## config.mk

```make
export PLATFORM = sky130hd
export DESIGN_NAME = shift_seq_ctrl
export DESIGN_NICKNAME = d
export VERILOG_FILES = /design/src/rtl/shift_seq_pkg.sv /design/src/rtl/shift_slot_timer.sv /design/src/rtl/shift_seq_ctrl.sv
export SDC_FILE = /design/constraint.sdc
export NUM_CORES = 1
export LEC_CHECK = 0
export ABC_CLOCK_PERIOD_IN_PS = 2500
export BUFFER_PORTS_ARGS = -buffer_cell sky130_fd_sc_hd__buf_2
export CAP_MARGIN = 20
export CORE_MARGIN = 1
export CORE_UTILIZATION = 52
export DETAILED_ROUTE_END_ITERATION = 6
export PLACE_DENSITY = 0.75
export SKIP_LAST_GASP = 1
export SLEW_MARGIN = 40
export SYNTH_ARGS = -nofsm -noshare
export SYNTH_HDL_FRONTEND = slang
export SYNTH_SLANG_ARGS = --single-unit
```

## constraint.sdc

```tcl
create_clock -name clk -period 2.5 [get_ports clk]
set_clock_uncertainty 0.05 [all_clocks]
set_input_delay 0.375 -clock clk [delete_from_list [all_inputs] [get_ports clk]]
set_output_delay 0.375 -clock clk [all_outputs]
set_load 0.01 [all_outputs]
```

## src/rtl/shift_seq_pkg.sv

```systemverilog
// Shared definitions for the serial shift sequencer: FSM state encoding and
// counter width helper.
package shift_seq_pkg;

    // FSM state encoding (2-bit, kept as plain constants for legacy tools)
    localparam logic [1:0] ST_IDLE   = 2'd0;
    localparam logic [1:0] ST_SHIFT  = 2'd1;
    localparam logic [1:0] ST_PARITY = 2'd2;
    localparam logic [1:0] ST_DONE   = 2'd3;

    // Width of a counter spanning n states; never narrower than one bit
    function automatic int cnt_width(input int n);
        return (n <= 1) ? 1 : $clog2(n);
    endfunction

endpackage

```

## src/rtl/shift_slot_timer.sv

```systemverilog
// Bit-slot rate divider: counts DIV clocks per slot while running and raises
// slot_end_o on the last clock of each slot. Cleared by reset, by an explicit
// clear (word load or abort) and whenever the sequencer is not shifting.
module shift_slot_timer
    import shift_seq_pkg::*;
#(
    parameter int DIV = 1
) (
    input  logic clk,
    input  logic rst,
    input  logic clear_i,
    input  logic run_i,
    output logic slot_end_o
);

    localparam int            CW   = cnt_width(DIV);
    localparam logic [CW-1:0] LAST = CW'(DIV - 1);

    logic [CW-1:0] div_q;
    logic [CW-1:0] div_d;

    assign slot_end_o = run_i && (div_q == LAST);

    // Next divider count: restart on clear/idle, wrap at the slot end
    always_comb begin
        div_d = div_q;
        if (clear_i || !run_i) begin
            div_d = '0;
        end else if (div_q == LAST) begin
            div_d = '0;
        end else begin
            div_d = div_q + CW'(1);
        end
    end

    // Divider count register
    always_ff @(posedge clk) begin
        if (rst) begin
            div_q <= '0;
        end else begin
            div_q <= div_d;
        end
    end

endmodule

```

## src/rtl/shift_seq_ctrl.sv

```systemverilog
// Serial shift sequencer: accepts a parallel word over valid/ready, shifts it
// out one bit per bit-slot on so, frames it with so_valid and a done pulse.
// Optional feature macro: SHIFT_PARITY_EN appends one even-parity bit-slot
// after the data bits.
module shift_seq_ctrl
    import shift_seq_pkg::*;
#(
    parameter int WIDTH     = 4,
    parameter int DIV       = 1,
    parameter bit MSB_FIRST = 1'b0
) (
    input  logic             clk,
    input  logic             rst,
    input  logic             in_valid,
    output logic             in_ready,
    input  logic [WIDTH-1:0] in_data,
    input  logic             abort,
    output logic             so,
    output logic             so_valid,
    output logic             busy,
    output logic             done
);

    localparam int            BW       = cnt_width(WIDTH + 1);
    localparam logic [BW-1:0] BIT_LAST = BW'(WIDTH - 1);

    logic [1:0]       state_q, state_d;
    logic [WIDTH-1:0] sr_q, sr_d;
    logic [BW-1:0]    bitcnt_q, bitcnt_d;
    logic             so_q, so_d;
    logic             so_valid_q, so_valid_d;
    logic             done_q, done_d;
`ifdef SHIFT_PARITY_EN
    logic             parity_q, parity_d;
`endif

    logic             load;
    logic             run;
    logic             abort_hit;
    logic             slot_end;

    // sr holds the bits still waiting behind the one currently on so
    logic             first_bit;
    logic             next_bit;
    logic [WIDTH-1:0] load_rest;
    logic [WIDTH-1:0] sr_shifted;

    generate
        if (MSB_FIRST) begin : g_msb_first
            assign first_bit  = in_data[WIDTH-1];
            assign load_rest  = {in_data[WIDTH-2:0], 1'b0};
            assign next_bit   = sr_q[WIDTH-1];
            assign sr_shifted = {sr_q[WIDTH-2:0], 1'b0};
        end else begin : g_lsb_first
            assign first_bit  = in_data[0];
            assign load_rest  = {1'b0, in_data[WIDTH-1:1]};
            assign next_bit   = sr_q[0];
            assign sr_shifted = {1'b0, sr_q[WIDTH-1:1]};
        end
    endgenerate

    assign in_ready  = (state_q == ST_IDLE) && !rst;
    assign load      = in_valid && in_ready;
    assign run       = (state_q == ST_SHIFT) || (state_q == ST_PARITY);
    assign abort_hit = abort && run;

    assign so        = so_q;
    assign so_valid  = so_valid_q;
    assign busy      = (state_q != ST_IDLE);
    assign done      = done_q;

    shift_slot_timer #(
        .DIV(DIV)
    ) u_slot_timer (
        .clk       (clk),
        .rst       (rst),
        .clear_i   (load || abort_hit),
        .run_i     (run),
        .slot_end_o(slot_end)
    );

    // FSM next state plus shift register, bit counter and output framing
    always_comb begin
        state_d    = state_q;
        sr_d       = sr_q;
        bitcnt_d   = bitcnt_q;
        so_d       = so_q;
        so_valid_d = so_valid_q;
        done_d     = 1'b0;
`ifdef SHIFT_PARITY_EN
        parity_d   = parity_q;
`endif
        case (state_q)
            ST_IDLE: begin
                if (load) begin
                    sr_d       = load_rest;
                    bitcnt_d   = '0;
                    so_d       = first_bit;
                    so_valid_d = 1'b1;
`ifdef SHIFT_PARITY_EN
                    parity_d   = ^in_data;
`endif
                    state_d    = ST_SHIFT;
                end
            end
            ST_SHIFT: begin
                // abort wins over a slot end in the same cycle
                if (abort) begin
                    state_d    = ST_IDLE;
                    so_d       = 1'b0;
                    so_valid_d = 1'b0;
                end else if (slot_end) begin
                    if (bitcnt_q == BIT_LAST) begin
`ifdef SHIFT_PARITY_EN
                        state_d    = ST_PARITY;
                        so_d       = parity_q;
`else
                        state_d    = ST_DONE;
                        so_d       = 1'b0;
                        so_valid_d = 1'b0;
                        done_d     = 1'b1;
`endif
                    end else begin
                        sr_d     = sr_shifted;
                        so_d     = next_bit;
                        bitcnt_d = bitcnt_q + BW'(1);
                    end
                end
            end
`ifdef SHIFT_PARITY_EN
            ST_PARITY: begin
                if (abort) begin
                    state_d    = ST_IDLE;
                    so_d       = 1'b0;
                    so_valid_d = 1'b0;
                end else if (slot_end) begin
                    state_d    = ST_DONE;
                    so_d       = 1'b0;
                    so_valid_d = 1'b0;
                    done_d     = 1'b1;
                end
            end
`else
            ST_PARITY: begin
                // unreachable without the parity slot; recover to idle
                state_d    = ST_IDLE;
                so_d       = 1'b0;
                so_valid_d = 1'b0;
            end
`endif
            ST_DONE: begin
                state_d = ST_IDLE;
            end
            default: begin
                state_d    = ST_IDLE;
                so_d       = 1'b0;
                so_valid_d = 1'b0;
            end
        endcase
    end

    // State registers; reset drops any word in flight without a done pulse
    always_ff @(posedge clk) begin
        if (rst) begin
            state_q    <= ST_IDLE;
            sr_q       <= '0;
            bitcnt_q   <= '0;
            so_q       <= 1'b0;
            so_valid_q <= 1'b0;
            done_q     <= 1'b0;
`ifdef SHIFT_PARITY_EN
            parity_q   <= 1'b0;
`endif
        end else begin
            state_q    <= state_d;
            sr_q       <= sr_d;
            bitcnt_q   <= bitcnt_d;
            so_q       <= so_d;
            so_valid_q <= so_valid_d;
            done_q     <= done_d;
`ifdef SHIFT_PARITY_EN
            parity_q   <= parity_d;
`endif
        end
    end

endmodule

```

### After elaboration in Yosys (flattened, before gate mapping)

Index checks and enable logic that the tools add are counted.

* flip-flop bits (word level): 13

* add/subtract/negate cells: 2
* multiplexer cells: 26
* reductions and logical operators: 20
* bitwise logic cells: 3
* equality and inequality tests: 10

Operators by type and width (number)
* $mux W4: 4
* $mux W3: 4
* $mux W1: 9
* $mux W2: 4
* $ne A2 B2 Y1 const B: 4
* $pmux W4 S2: 1
* $pmux W1 S3: 2
* $pmux W2 S3: 1
* $pmux W3 S2: 1
* $reduce_and A3 Y1: 2
* $reduce_and A5 Y1: 1
* $eq A2 B2 Y1 const B: 2
* $logic_and A1 B1 Y1: 4
* $reduce_and A4 Y1: 1
* $reduce_bool A2 Y1: 2
* $reduce_or A4 Y1: 1
* $add A3 B1 Y3 const B: 1
* $eq A3 B2 Y1 const B: 1
* $logic_or A1 B1 Y1: 3
* $ne A3 B2 Y1 const B: 1
* $ne A3 B3 Y1 const B: 1
* $not A1 Y1: 3
* $reduce_bool A3 Y1: 1
* $reduce_or A3 Y1: 1
* 5 further kinds: 6

### Depth between registers and ports, before layout

Gate-level depths: netlist of the first run.

* depth in word-level cells: 6
* depth in mapped cells: 7
* depth with buffers taken out: 6

### Cells and area by module

Synthesis of the first run repeated with hierarchy kept, for this count alone.

* cells, all modules: 77
* area total of the unflattened synthesis: 724.4 µm²

By module, submodules not included
* shift_seq_ctrl: times used 1, cells an instance 74, sequential area each 220.2 µm², area each 686.9 µm²
* shift_slot_timer: times used 1, cells an instance 3, sequential area each 20.0 µm², area each 37.5 µm²

### Worst setup path before layout of the first run

OpenSTA, ideal clock, no wires.

* kind: register -> register
* from: register bitcnt_q[0]
* to: register sr_q[0]
* cell stages (with the launch flop): 8
* setup slack: 0.696 ns
* arrival: 1.674 ns
* required time: 2.371 ns
* setup time: 0.079 ns
* buffers on the path: 1
* cells stage by stage: dfxtp_1 > ha_1 > ha_1 > or4b_4 > a22oi_4 > buf_6 > nor2_1 > a211oi_2

* word-level cells in the longest chain between the ends: 3

Ends and longest elaborated chain
* from (decl): RTL line shift_seq_ctrl.sv:29 `logic [BW-1:0] bitcnt_q, bitcnt_d;`
* from (signal assigned): RTL line shift_seq_ctrl.sv:177 `bitcnt_q <= bitcnt_d;`
* $eq A3 B2 Y1: RTL line shift_seq_ctrl.sv:113 `if (bitcnt_q == BIT_LAST) begin`
* $ne A2 B2 Y1 (no source line)
* $reduce_and A5 Y1 (no source line)
* to (signal assigned): RTL line shift_seq_ctrl.sv:176 `sr_q <= sr_d;`
* to (decl): RTL line shift_seq_ctrl.sv:28 `logic [WIDTH-1:0] sr_q, sr_d;`

Every way passes these cells.
A chain may end at the register's enable or synchronous reset.

### Worst setup path after layout of the first run

Same ends and word-level chain as after synthesis.

==> results of run 1 <==
==> cells in the mapped netlist (all sizes together), types with 2 or more instances <==
library cell,instances,area [sq um]
ha,7,87.6
nand2,2,7.51
dfxtp,12,240
nor2b,2,12.5
a21oi,6,30.0
nor2,7,26.3
nand3b,2,15.0
mux2i,2,20.0
a211oi,2,25.0
nor3,2,10.0
nand3,2,10.0
inv,6,22.5
buf,2,16.3
nand2b,9,56.3
==> cell families after synthesis <==
kind of cell	share of synthesized area
buffers and inverters	0.0590
and+or+nand+nor	0.264
other	0.00520
AOI/OAI and AO/OA	0.189
muxes	0.0278
DFF	0.333
adders and majority gates	0.122
==> power breakdown <==
group	switching [uW]	total [uW]	leakage [uW]	internal, uW
clock	62.8	151	0.0000210	88.5
combinational	205	364	0.000229	159
sequential	26.9	260	0.0000984	233
==> worst paths after layout <==
| kind | start | end | depth (start not counted) |
|---|---|---|---|
| max | bitcnt_q[0]$_SDFFE_PP0P_ | sr_q[0]$_SDFFE_PP0P_ | 6 |
| min | in_data[3] | sr_q[2]$_SDFFE_PP0P_ | 3 |
| max reg2reg | bitcnt_q[0]$_SDFFE_PP0P_ | sr_q[0]$_SDFFE_PP0P_ | 6 |
| min reg2reg | bitcnt_q[2]$_SDFFE_PP0P_ | bitcnt_q[2]$_SDFFE_PP0P_ | 2 |
==> sequential cells by signal, summed over array words and instances, names as in the netlist <==
signal / count
bitcnt_q: 3
done: 1
so: 1
so_valid: 1
sr_q: 3
state_q: 2
u_slot_timer.div_q: 1
==> worst reg2reg max path: stages, from the launching register on <==
cell      delay [ns]
dfxtp_1         0.33
ha_1            0.20
ha_1            0.22
or4b_4          0.51
a22oi_4         0.30
nor2_1          0.10
a211oi_2        0.20
==> cells in the final DEF, fill, tap and decap left out, types with 3 or more instances in the layout <==
cell type	Yosys	routed
nand2b_1	9	9
inv_1	6	6
dfxtp_1	12	12
clkbuf_4	0	3
nor2_1	7	7
a21oi_1	6	6
ha_1	7	7
buf_2	1	12
==> stage by stage <==
| stage | instances | power, uW | setup slack [ns] | area (sq um) |
|---|---|---|---|---|
| after floorplan | 80 | 562 | 0.696 | 721 |
| after global placement | 104 | 621 | 0.577 | 779 |
| after detailed placement | 104 | 628 | 0.534 | 779 |
| after CTS | 108 | 781 | 0.514 | 816 |
| after global routing | 108 | 837 | 0.366 | 816 |
| final | 108 | 775 | 0.514 | 816 |
==> area by class of cell <==
cell class	instances	area (sq um)
repair buffers	12	60.1
well taps	15	18.8
clock buffers	4	36.3
flip-flops and latches	12	240
inverters	6	22.5
multi-input cells	59	438
fillers	119	485
==> layer usage <==
layer	global-route usage	wire (um)	vias up
li1	-	-	304
met1	0.294	721	271
met2	0.292	613	11
met3	0.0347	32	4
met4	0.129	27	0
met5	0	0	-
==> results.ini, run 1 <==
[global_routing]
antenna_found_initial=0
track_usage=0.209
grt_max_degree=15
grt_pass1_wl_mm=2.10
grt_overflow=0
grt_pass1_vias=495

[setup_path]
cp_common_cell=ha_1
critPathLaunchType=flop
cp.buffers_inverters=0
cpPeakStageDelay_ns=0.51
critical_path_class=reg2reg
crit_family=simple AND/OR/NAND/NOR gates
crit_chain=ha_1, ha_1, or4b_4, a22oi_4, nor2_1, a211oi_2
worstSetupEndpointType=flop
crit_fanout=12
rrSetupSlack_ns=0.51
worstPathArrival_ns=2.13
crit_required_ns=2.65
slowest_stage=or4b_4

[clock_tree]
clkSinkCount=12
holdBufCountCts=0
cts_buffers=3
cts_max_path_buffers=2
htree_levels=1
cts_tree=built
insertion_delay_ns=0.27
cts.reportedPaths.clkPinSlew_ns=0.08
cts_root_buf=clkbuf_4
ctsResizeCount=0
cts_setup_buffers=0

[placement]
dp_hpwl_mm=1.05
io_buffers=12
gp_congestion=0.903

[sta]
rsz0062_at_grt=false
timing.fmax_mhz=503
timing.final.max_slew_violations=0
finalCritPeriodShare=0.794
setup_violations=0
whs_ns=0.340
setup_tns_ns=0
hold_viol=0
period_needed_ns=1.99

[floorplanning]
die_x_um=39.2
core_sq_um=1300
die_h_um=39.2
initial_core_util=0.554
ios=13
rows=13
die_area_sq_um=1540

[layout]
fin_nets=109
final_core_util=0.627
n_antenna_cell=0
drive_gt1_frac=0.215
syn_to_final_growth_pct=13.2

[run_status]
outcome=completed

[job]
drv_cap=0

[yosys]
syn_nets=95
ys_types=32
synth_cells=80
syn_area_sq_um=721
synth_edf_count=0
ys.warnings.count=0
synth_area_per_cell_sq_um=9.01
ys.flop_type=dfxtp_1
seq_area_frac_synth=0.333
ys_async_sr_fraction=0
ys_ff_latch=12

[routing]
drtIter0Drc=7
drtPass1Iterations=4
drc=0
drt-wirelength-per-cell_um=12.9
via_per_inst=5.46
wl_mm=1.39
final_antenna_net_count=0
vias=590

[power]
powerDensity_nw_per_um2=950
ir_drop_v=0.000452
power.leakage_uw=0.000348

[hold_path]
hp-class=in2reg

No activity file was read; power rests on OpenSTA's default activity.
==> run 2: changes to the inputs <==
--- a/config.mk
+++ b/config.mk
@@ -5,13 +5,15 @@
 export SDC_FILE = /design/constraint.sdc
 export NUM_CORES = 1
 export LEC_CHECK = 0
-export ABC_CLOCK_PERIOD_IN_PS = 2500
+export ABC_AREA = 1
+export ABC_CLOCK_PERIOD_IN_PS = 1750
 export BUFFER_PORTS_ARGS = -buffer_cell sky130_fd_sc_hd__buf_2
 export CAP_MARGIN = 20
+export CORE_ASPECT_RATIO = 0.9
 export CORE_MARGIN = 1
-export CORE_UTILIZATION = 52
+export CORE_UTILIZATION = 47
 export DETAILED_ROUTE_END_ITERATION = 6
-export PLACE_DENSITY = 0.75
+export PLACE_DENSITY = 0.72
 export SKIP_LAST_GASP = 1
 export SLEW_MARGIN = 40
 export SYNTH_ARGS = -nofsm -noshare
==> constraint.sdc (replaced) <==
create_clock -name clk -period 1.75 [get_ports clk]
set_clock_uncertainty 0.05 [all_clocks]
set_input_delay 0.2625 -clock clk [delete_from_list [all_inputs] [get_ports clk]]
set_output_delay 0.2625 -clock clk [all_outputs]
set_load 0.01 [all_outputs]
==> run 2 against run 1 <==
Effect of this change:
- sequential share of layout area down 0.36 points
- final area up 1.2%
- hold slack worse by 0.20 ns
- clock power up 13%
==> results.ini, run 2 <==
[yosys]
ys.warnings.count=0
synth_area_per_cell_sq_um=6.67
ys_ff_latch=12
netlist.area_leader.share=0.328
synth_top_cell_by_area=dfxtp_1
ys_async_sr_fraction=0
ys_types=18
synth_common_cells=nand2_1 (28), nor2_1 (18), inv_1 (13)
yosysMostFrequentCell=nand2_1
synth_cells=110
seq_area_frac_synth=0.328
syn_area_sq_um=733
synth_area_leaders=dfxtp_1 (33%), nand2_1 (14%), ha_1 (12%)
ys.flop_type=dfxtp_1
syn_nets=125
synth_edf_count=0

[routing]
drtPass1Iterations=4
wl_mm=1.43
m1WireLength_um=730
drt-wirelength-per-cell_um=10.3
drtIter0Drc=15
highest_layer=met4
via_per_inst=4.88
final_antenna_net_count=0
vias=678
drc=0
wl_met2_um=639
routed-wl-met3_um=37

[layout]
final_cell_mix=nand2_1 (28), nor2_1 (18), inv_1 (13), dfxtp_1 (12), buf_2 (12)
n_antenna_cell=0
layout_commonest_cell=nand2_1
drive_gt1_frac=0.185
num-fill-cells=142
top_regs=bitcnt_q: 3 flops, sr_q: 3 flops, state_q: 2 flops
fin_nets=141
syn_to_final_growth_pct=12.6

[sta]
setup_tns_ns=0
period_needed_ns=1.59
timing.fmax_mhz=627
finalCritPeriodShare=0.911
whs_ns=0.143
hold_viol=0
setup_violations=0
rsz0062_at_grt=false
timing.final.max_slew_violations=0

[setup_path]
crit_fanout=5
critPathLaunchType=flop
crit_required_ns=1.44
slowest_stage=dfxtp_1
critical_path_class=reg2out
crit_chain=inv_1, ha_2, inv_2, nor2_1, buf_2
worstSetupEndpointType=output pin
cpPeakStageDelay_ns=0.32
crit_family=buffers and inverters
worstPathArrival_ns=1.28
cp.buffers_inverters=3

[power]
seqPwrFrac=0.279
internal_power_uw=776
p_clk_frac=0.115
switchingPower_uw=702
powerDensity_nw_per_um2=1790
comb_power_share=0.606
power.leakage_uw=0.000427
switching_share=0.475
ir_drop_v=0.000893

[clock_tree]
cts.reportedPaths.clkPinSlew_ns=0.07
insertion_delay_ns=0.27
cts_buffers=3
clkSinkCount=12
cts_root_buf=clkbuf_4
cts_max_path_buffers=2
htree_levels=1
holdBufCountCts=0
cts_tree=built

[floorplanning]
die_x_um=43.6
die_h_um=39.5
rows=13
initial_core_util=0.506
ios=13
die_area_sq_um=1720
core_sq_um=1450

[job]
drv_cap=0

[global_routing]
grt_pass1_vias=561
antenna_found_initial=0
grt_pass1_wl_mm=2.36
grt_overflow=0
grt_max_degree=10
track_usage=0.193

[run_status]
outcome=completed

[placement]
io_buffers=12
dp_hpwl_mm=1.09
gp_congestion=0.830

[hold_path]
hp-class=in2reg

==> run 2: changes by cell type after synthesis, moves of 7 or more <==
cell,delta
nand3_1,+9
nor2_1,+11
nand2_1,+26
nand2b_1,-9
inv_1,+7
==> run 2: per-stage QoR <==
step / total power, uW / utilization / setup slack, ns / std cells / instance area [sq um]
floorplan: 1110 / - / 0.362 / 110 / 733
global placement: 1290 / 0.553 / 0.254 / 136 / 801
detailed placement: 1310 / 0.553 / 0.222 / 136 / 801
CTS: 1480 / 0.569 / 0.0728 / 139 / 823
global route: 1650 / 0.570 / 0.0667 / 139 / 826
finish: 1480 / 0.570 / 0.155 / 139 / 826
==> run 2: timing repair <==
action / CTS / global route
buffers inserted: 0 / 0
setup endpoints to repair: 0 / 1
resized for setup: 0 / 1
==> run 2: logic make-up (layout without fill, tap and decap cells) <==
| logic type | Yosys count | after routing | share of synthesized area |
|---|---|---|---|
| AOI/OAI and AO/OA | 10 | 10 | 0.0734 |
| other | 1 | 1 | 0.00511 |
| buffers and inverters | 16 | 30 | 0.0922 |
| DFF | 12 | 12 | 0.328 |
| and+or+nand+nor | 64 | 64 | 0.382 |
| adders and majority gates | 7 | 7 | 0.119 |
==> run 2: worst paths after layout <==
check                            from                  endpoint  slack (ns)  cells past startpoint
min                             abort           done$_SDFF_PP0_        0.14                      2
min reg2reg  bitcnt_q[2]$_SDFFE_PP0P_  bitcnt_q[2]$_SDFFE_PP0P_        0.42                      2
max reg2reg   state_q[0]$_SDFFE_PP0P_     so_valid$_SDFFE_PP0P_        0.27                      9
max           state_q[1]$_SDFFE_PP0P_                  in_ready        0.16                      5
==> run 2: cell type report <==
type,count,area [sq um],share of cell area
clock buffers,3,22.5,0.0273
multi-input cells,82,428,0.518
inverters,15,56.3,0.0682
well taps,15,18.8,0.0227
flip-flops and latches,12,240,0.291
repair buffers,12,60.1,0.0727
==> run 2: layer usage <==
| layer | GRT usage | up-vias |
|---|---|---|
| met1 | 0.237 | 293 |
| met2 | 0.321 | 8 |
| met5 | 0 | - |
| li1 | - | 372 |
| met4 | 0.0938 | 0 |
| met3 | 0.0415 | 5 |
==> run 2: power groups by stage <==
stage	clock network (uW)	registers [uW]	logic (uW)
after CTS	174	413	893
after floorplan	0	420	689
after global placement	0	416	876
after detailed placement	0	420	886
after global routing	190	427	1030
final	170	412	897
==> run 2: worst register-to-register path: stages, from the launching register on <==
cell and delay, ns:
dfxtp_1 0.40, inv_1 0.10, ha_2 0.36, inv_1 0.06, nor2_1 0.08, nor2_1 0.04
nor2_1 0.12, nand3_1 0.08, nand2_1 0.06, nor2_1 0.03
==> run 3: changes to the inputs <==
--- a/config.mk
+++ b/config.mk
@@ -11,9 +11,10 @@
 export CAP_MARGIN = 20
 export CORE_ASPECT_RATIO = 0.9
 export CORE_MARGIN = 1
-export CORE_UTILIZATION = 47
+export CORE_UTILIZATION = 45
 export DETAILED_ROUTE_END_ITERATION = 6
-export PLACE_DENSITY = 0.72
+export MAX_ROUTING_LAYER = met4
+export PLACE_DENSITY = 0.69
 export SKIP_LAST_GASP = 1
 export SLEW_MARGIN = 40
 export SYNTH_ARGS = -nofsm -noshare
==> run 3 against run 2 <==
Effect of this change:
- count of clock-buffer cells in the layout grew 1
- sequential power is essentially flat
- cell count grew 5.8%
- routed wire length shrank 3.8%
- clock power grew 34%
- sequential share of layout area shrank 0.77 points
- die area grew 4.2%
- critical path depth is the same
- critical path type unchanged
- critical endpoint unchanged
- largest cell class unchanged
- largest power group unchanged
- highest routed layer unchanged
==> results.ini, run 3 (synthesized netlist as in run 2, its figures left out) <==
[run_status]
outcome=completed

[routing]
vias=689
drt-wirelength-per-cell_um=9.35
drtPass1Iterations=4
highest_layer=met4
wl_met2_um=675
drtIter0Drc=17
routed-wl-met3_um=54
wl_mm=1.37
drc=0
via_per_inst=4.69
m1WireLength_um=628
final_antenna_net_count=0

[hold_path]
hp-class=in2reg
min_from=abort
whs_path_depth=2

[floorplanning]
rows=13
ios=13
die_h_um=40.3
die_x_um=44.6
core_sq_um=1480
initial_core_util=0.495
die_area_sq_um=1800

[clock_tree]
insertion_delay_ns=0.28
cts_max_path_buffers=2
cts.reportedPaths.clkPinSlew_ns=0.08
cts_buffers=3
clkSinkCount=12
holdBufCountCts=0
htree_levels=1
cts_root_buf=clkbuf_4
cts_tree=built
cts_setup_buffers=0

[sta]
timing.fmax_mhz=631
period_needed_ns=1.58
setup_tns_ns=0
rsz0062_at_grt=false
hold_viol=0
timing.final.max_slew_violations=0
setup_violations=0
finalCritPeriodShare=0.905

[global_routing]
track_usage=0.178
grt_pass1_wl_mm=2.09
grt_pass1_vias=508
antenna_found_initial=0
grt_overflow=0
grt_max_degree=10

[power]
switching_share=0.463
powerDensity_nw_per_um2=1800
switchingPower_uw=708
seqPwrFrac=0.269
ir_drop_v=0.000753
p_clk_frac=0.149
power.leakage_uw=0.000434
comb_power_share=0.582
internal_power_uw=822

[setup_path]
cpPeakStageDelay_ns=0.32
critical_path_class=reg2out
worstSetupEndpointType=output pin
cp_num_cells=5
crit_chain=inv_1, ha_2, inv_2, nor2_1, buf_2
worstPathArrival_ns=1.27
rr_worst_depth=9
crit_fanout=5
crit_family=flip-flops
slowest_stage=dfxtp_1
cp.buffers_inverters=3
timing.rr.start=state_q[0]$_SDFFE_PP0P_
critPathLaunchType=flop
crit_required_ns=1.44
cp-startpoint=state_q[1]$_SDFFE_PP0P_

[placement]
dp.cells=143
gp_congestion=0.802
dp_hpwl_mm=1.03
io_buffers=12

[layout]
top_regs=bitcnt_q: 3 flops, sr_q: 3 flops, state_q: 2 flops
drive_gt1_frac=0.192
fin_cells=147
layout_commonest_cell=nand2_1
syn_to_final_growth_pct=15.7
final_cell_mix=nand2_1 (28), nor2_1 (18), inv_1 (13), dfxtp_1 (12), buf_2 (12)
n_antenna_cell=0
fin_nets=141

[job]
drv_cap=0

run 3: cell types whose count changed in the layout (fill, tap and decap cells not counted), sizes merged:
cell / previous run / this run
clkbuf: 3 / 4
run 3: path summary, 6_finish.rpt:
| check | endpoint | slack (ns) |
|---|---|---|
| max reg2reg | so_valid$_SDFFE_PP0P_ | 0.29 |
| min | done$_SDFF_PP0_ | 0.13 |
| max | in_ready | 0.17 |
| min reg2reg | bitcnt_q[2]$_SDFFE_PP0P_ | 0.42 |
run 3: worst register-to-register path, cell delays in order (launching register included):
cell and delay, ns:
dfxtp_1 0.39, inv_1 0.10, ha_2 0.36, inv_1 0.06, nor2_1 0.08, nor2_1 0.04
nor2_1 0.11, nand3_1 0.08, nand2_1 0.06, nor2_1 0.03
run 3: routing by layer:
metal  track usage  up-vias
met5             -        -
met4        0.0455        0
met3        0.0811        4
met2         0.298        8
met1         0.195      304
li1              -      373
run 3: what timing repair did:
item	in CTS	in global routing
hold endpoints to repair	0	0
setup endpoints to repair	0	1
resized for setup	0	1
run 3: power groups by stage:
stage	clock (uW)	combinational, uW	sequential (uW)
detailed placement	0	870	418
global route	250	1030	425
CTS	234	877	412
finish	227	891	412
global placement	0	873	417
floorplan	0	689	420
run 3: metrics by stage:
stage / hold WS [ns] / power (uW) / setup slack (ns) / utilization / cell area (sq um)
6_report: 0.134 / 1530 / 0.166 / 0.573 / 848
5_1_grt: 0.125 / 1710 / 0.0107 / 0.573 / 848
4_1_cts: 0.131 / 1520 / 0.0986 / 0.571 / 846
3_5_place_dp: 0.417 / 1290 / 0.268 / 0.547 / 810
3_3_place_gp: 0.412 / 1290 / 0.271 / 0.547 / 810
2_1_floorplan: 0.290 / 1110 / 0.362 / - / 733
run 3: final cells by class:
type / count / area (sq um)
Inverter: 15 / 56.3
Timing Repair Buffer: 12 / 60.1
Sequential cell: 12 / 240
Multi-Input combinational cell: 82 / 428
Fill cell: 149 / 632
Clock buffer: 4 / 36.3
Tap cell: 22 / 27.5
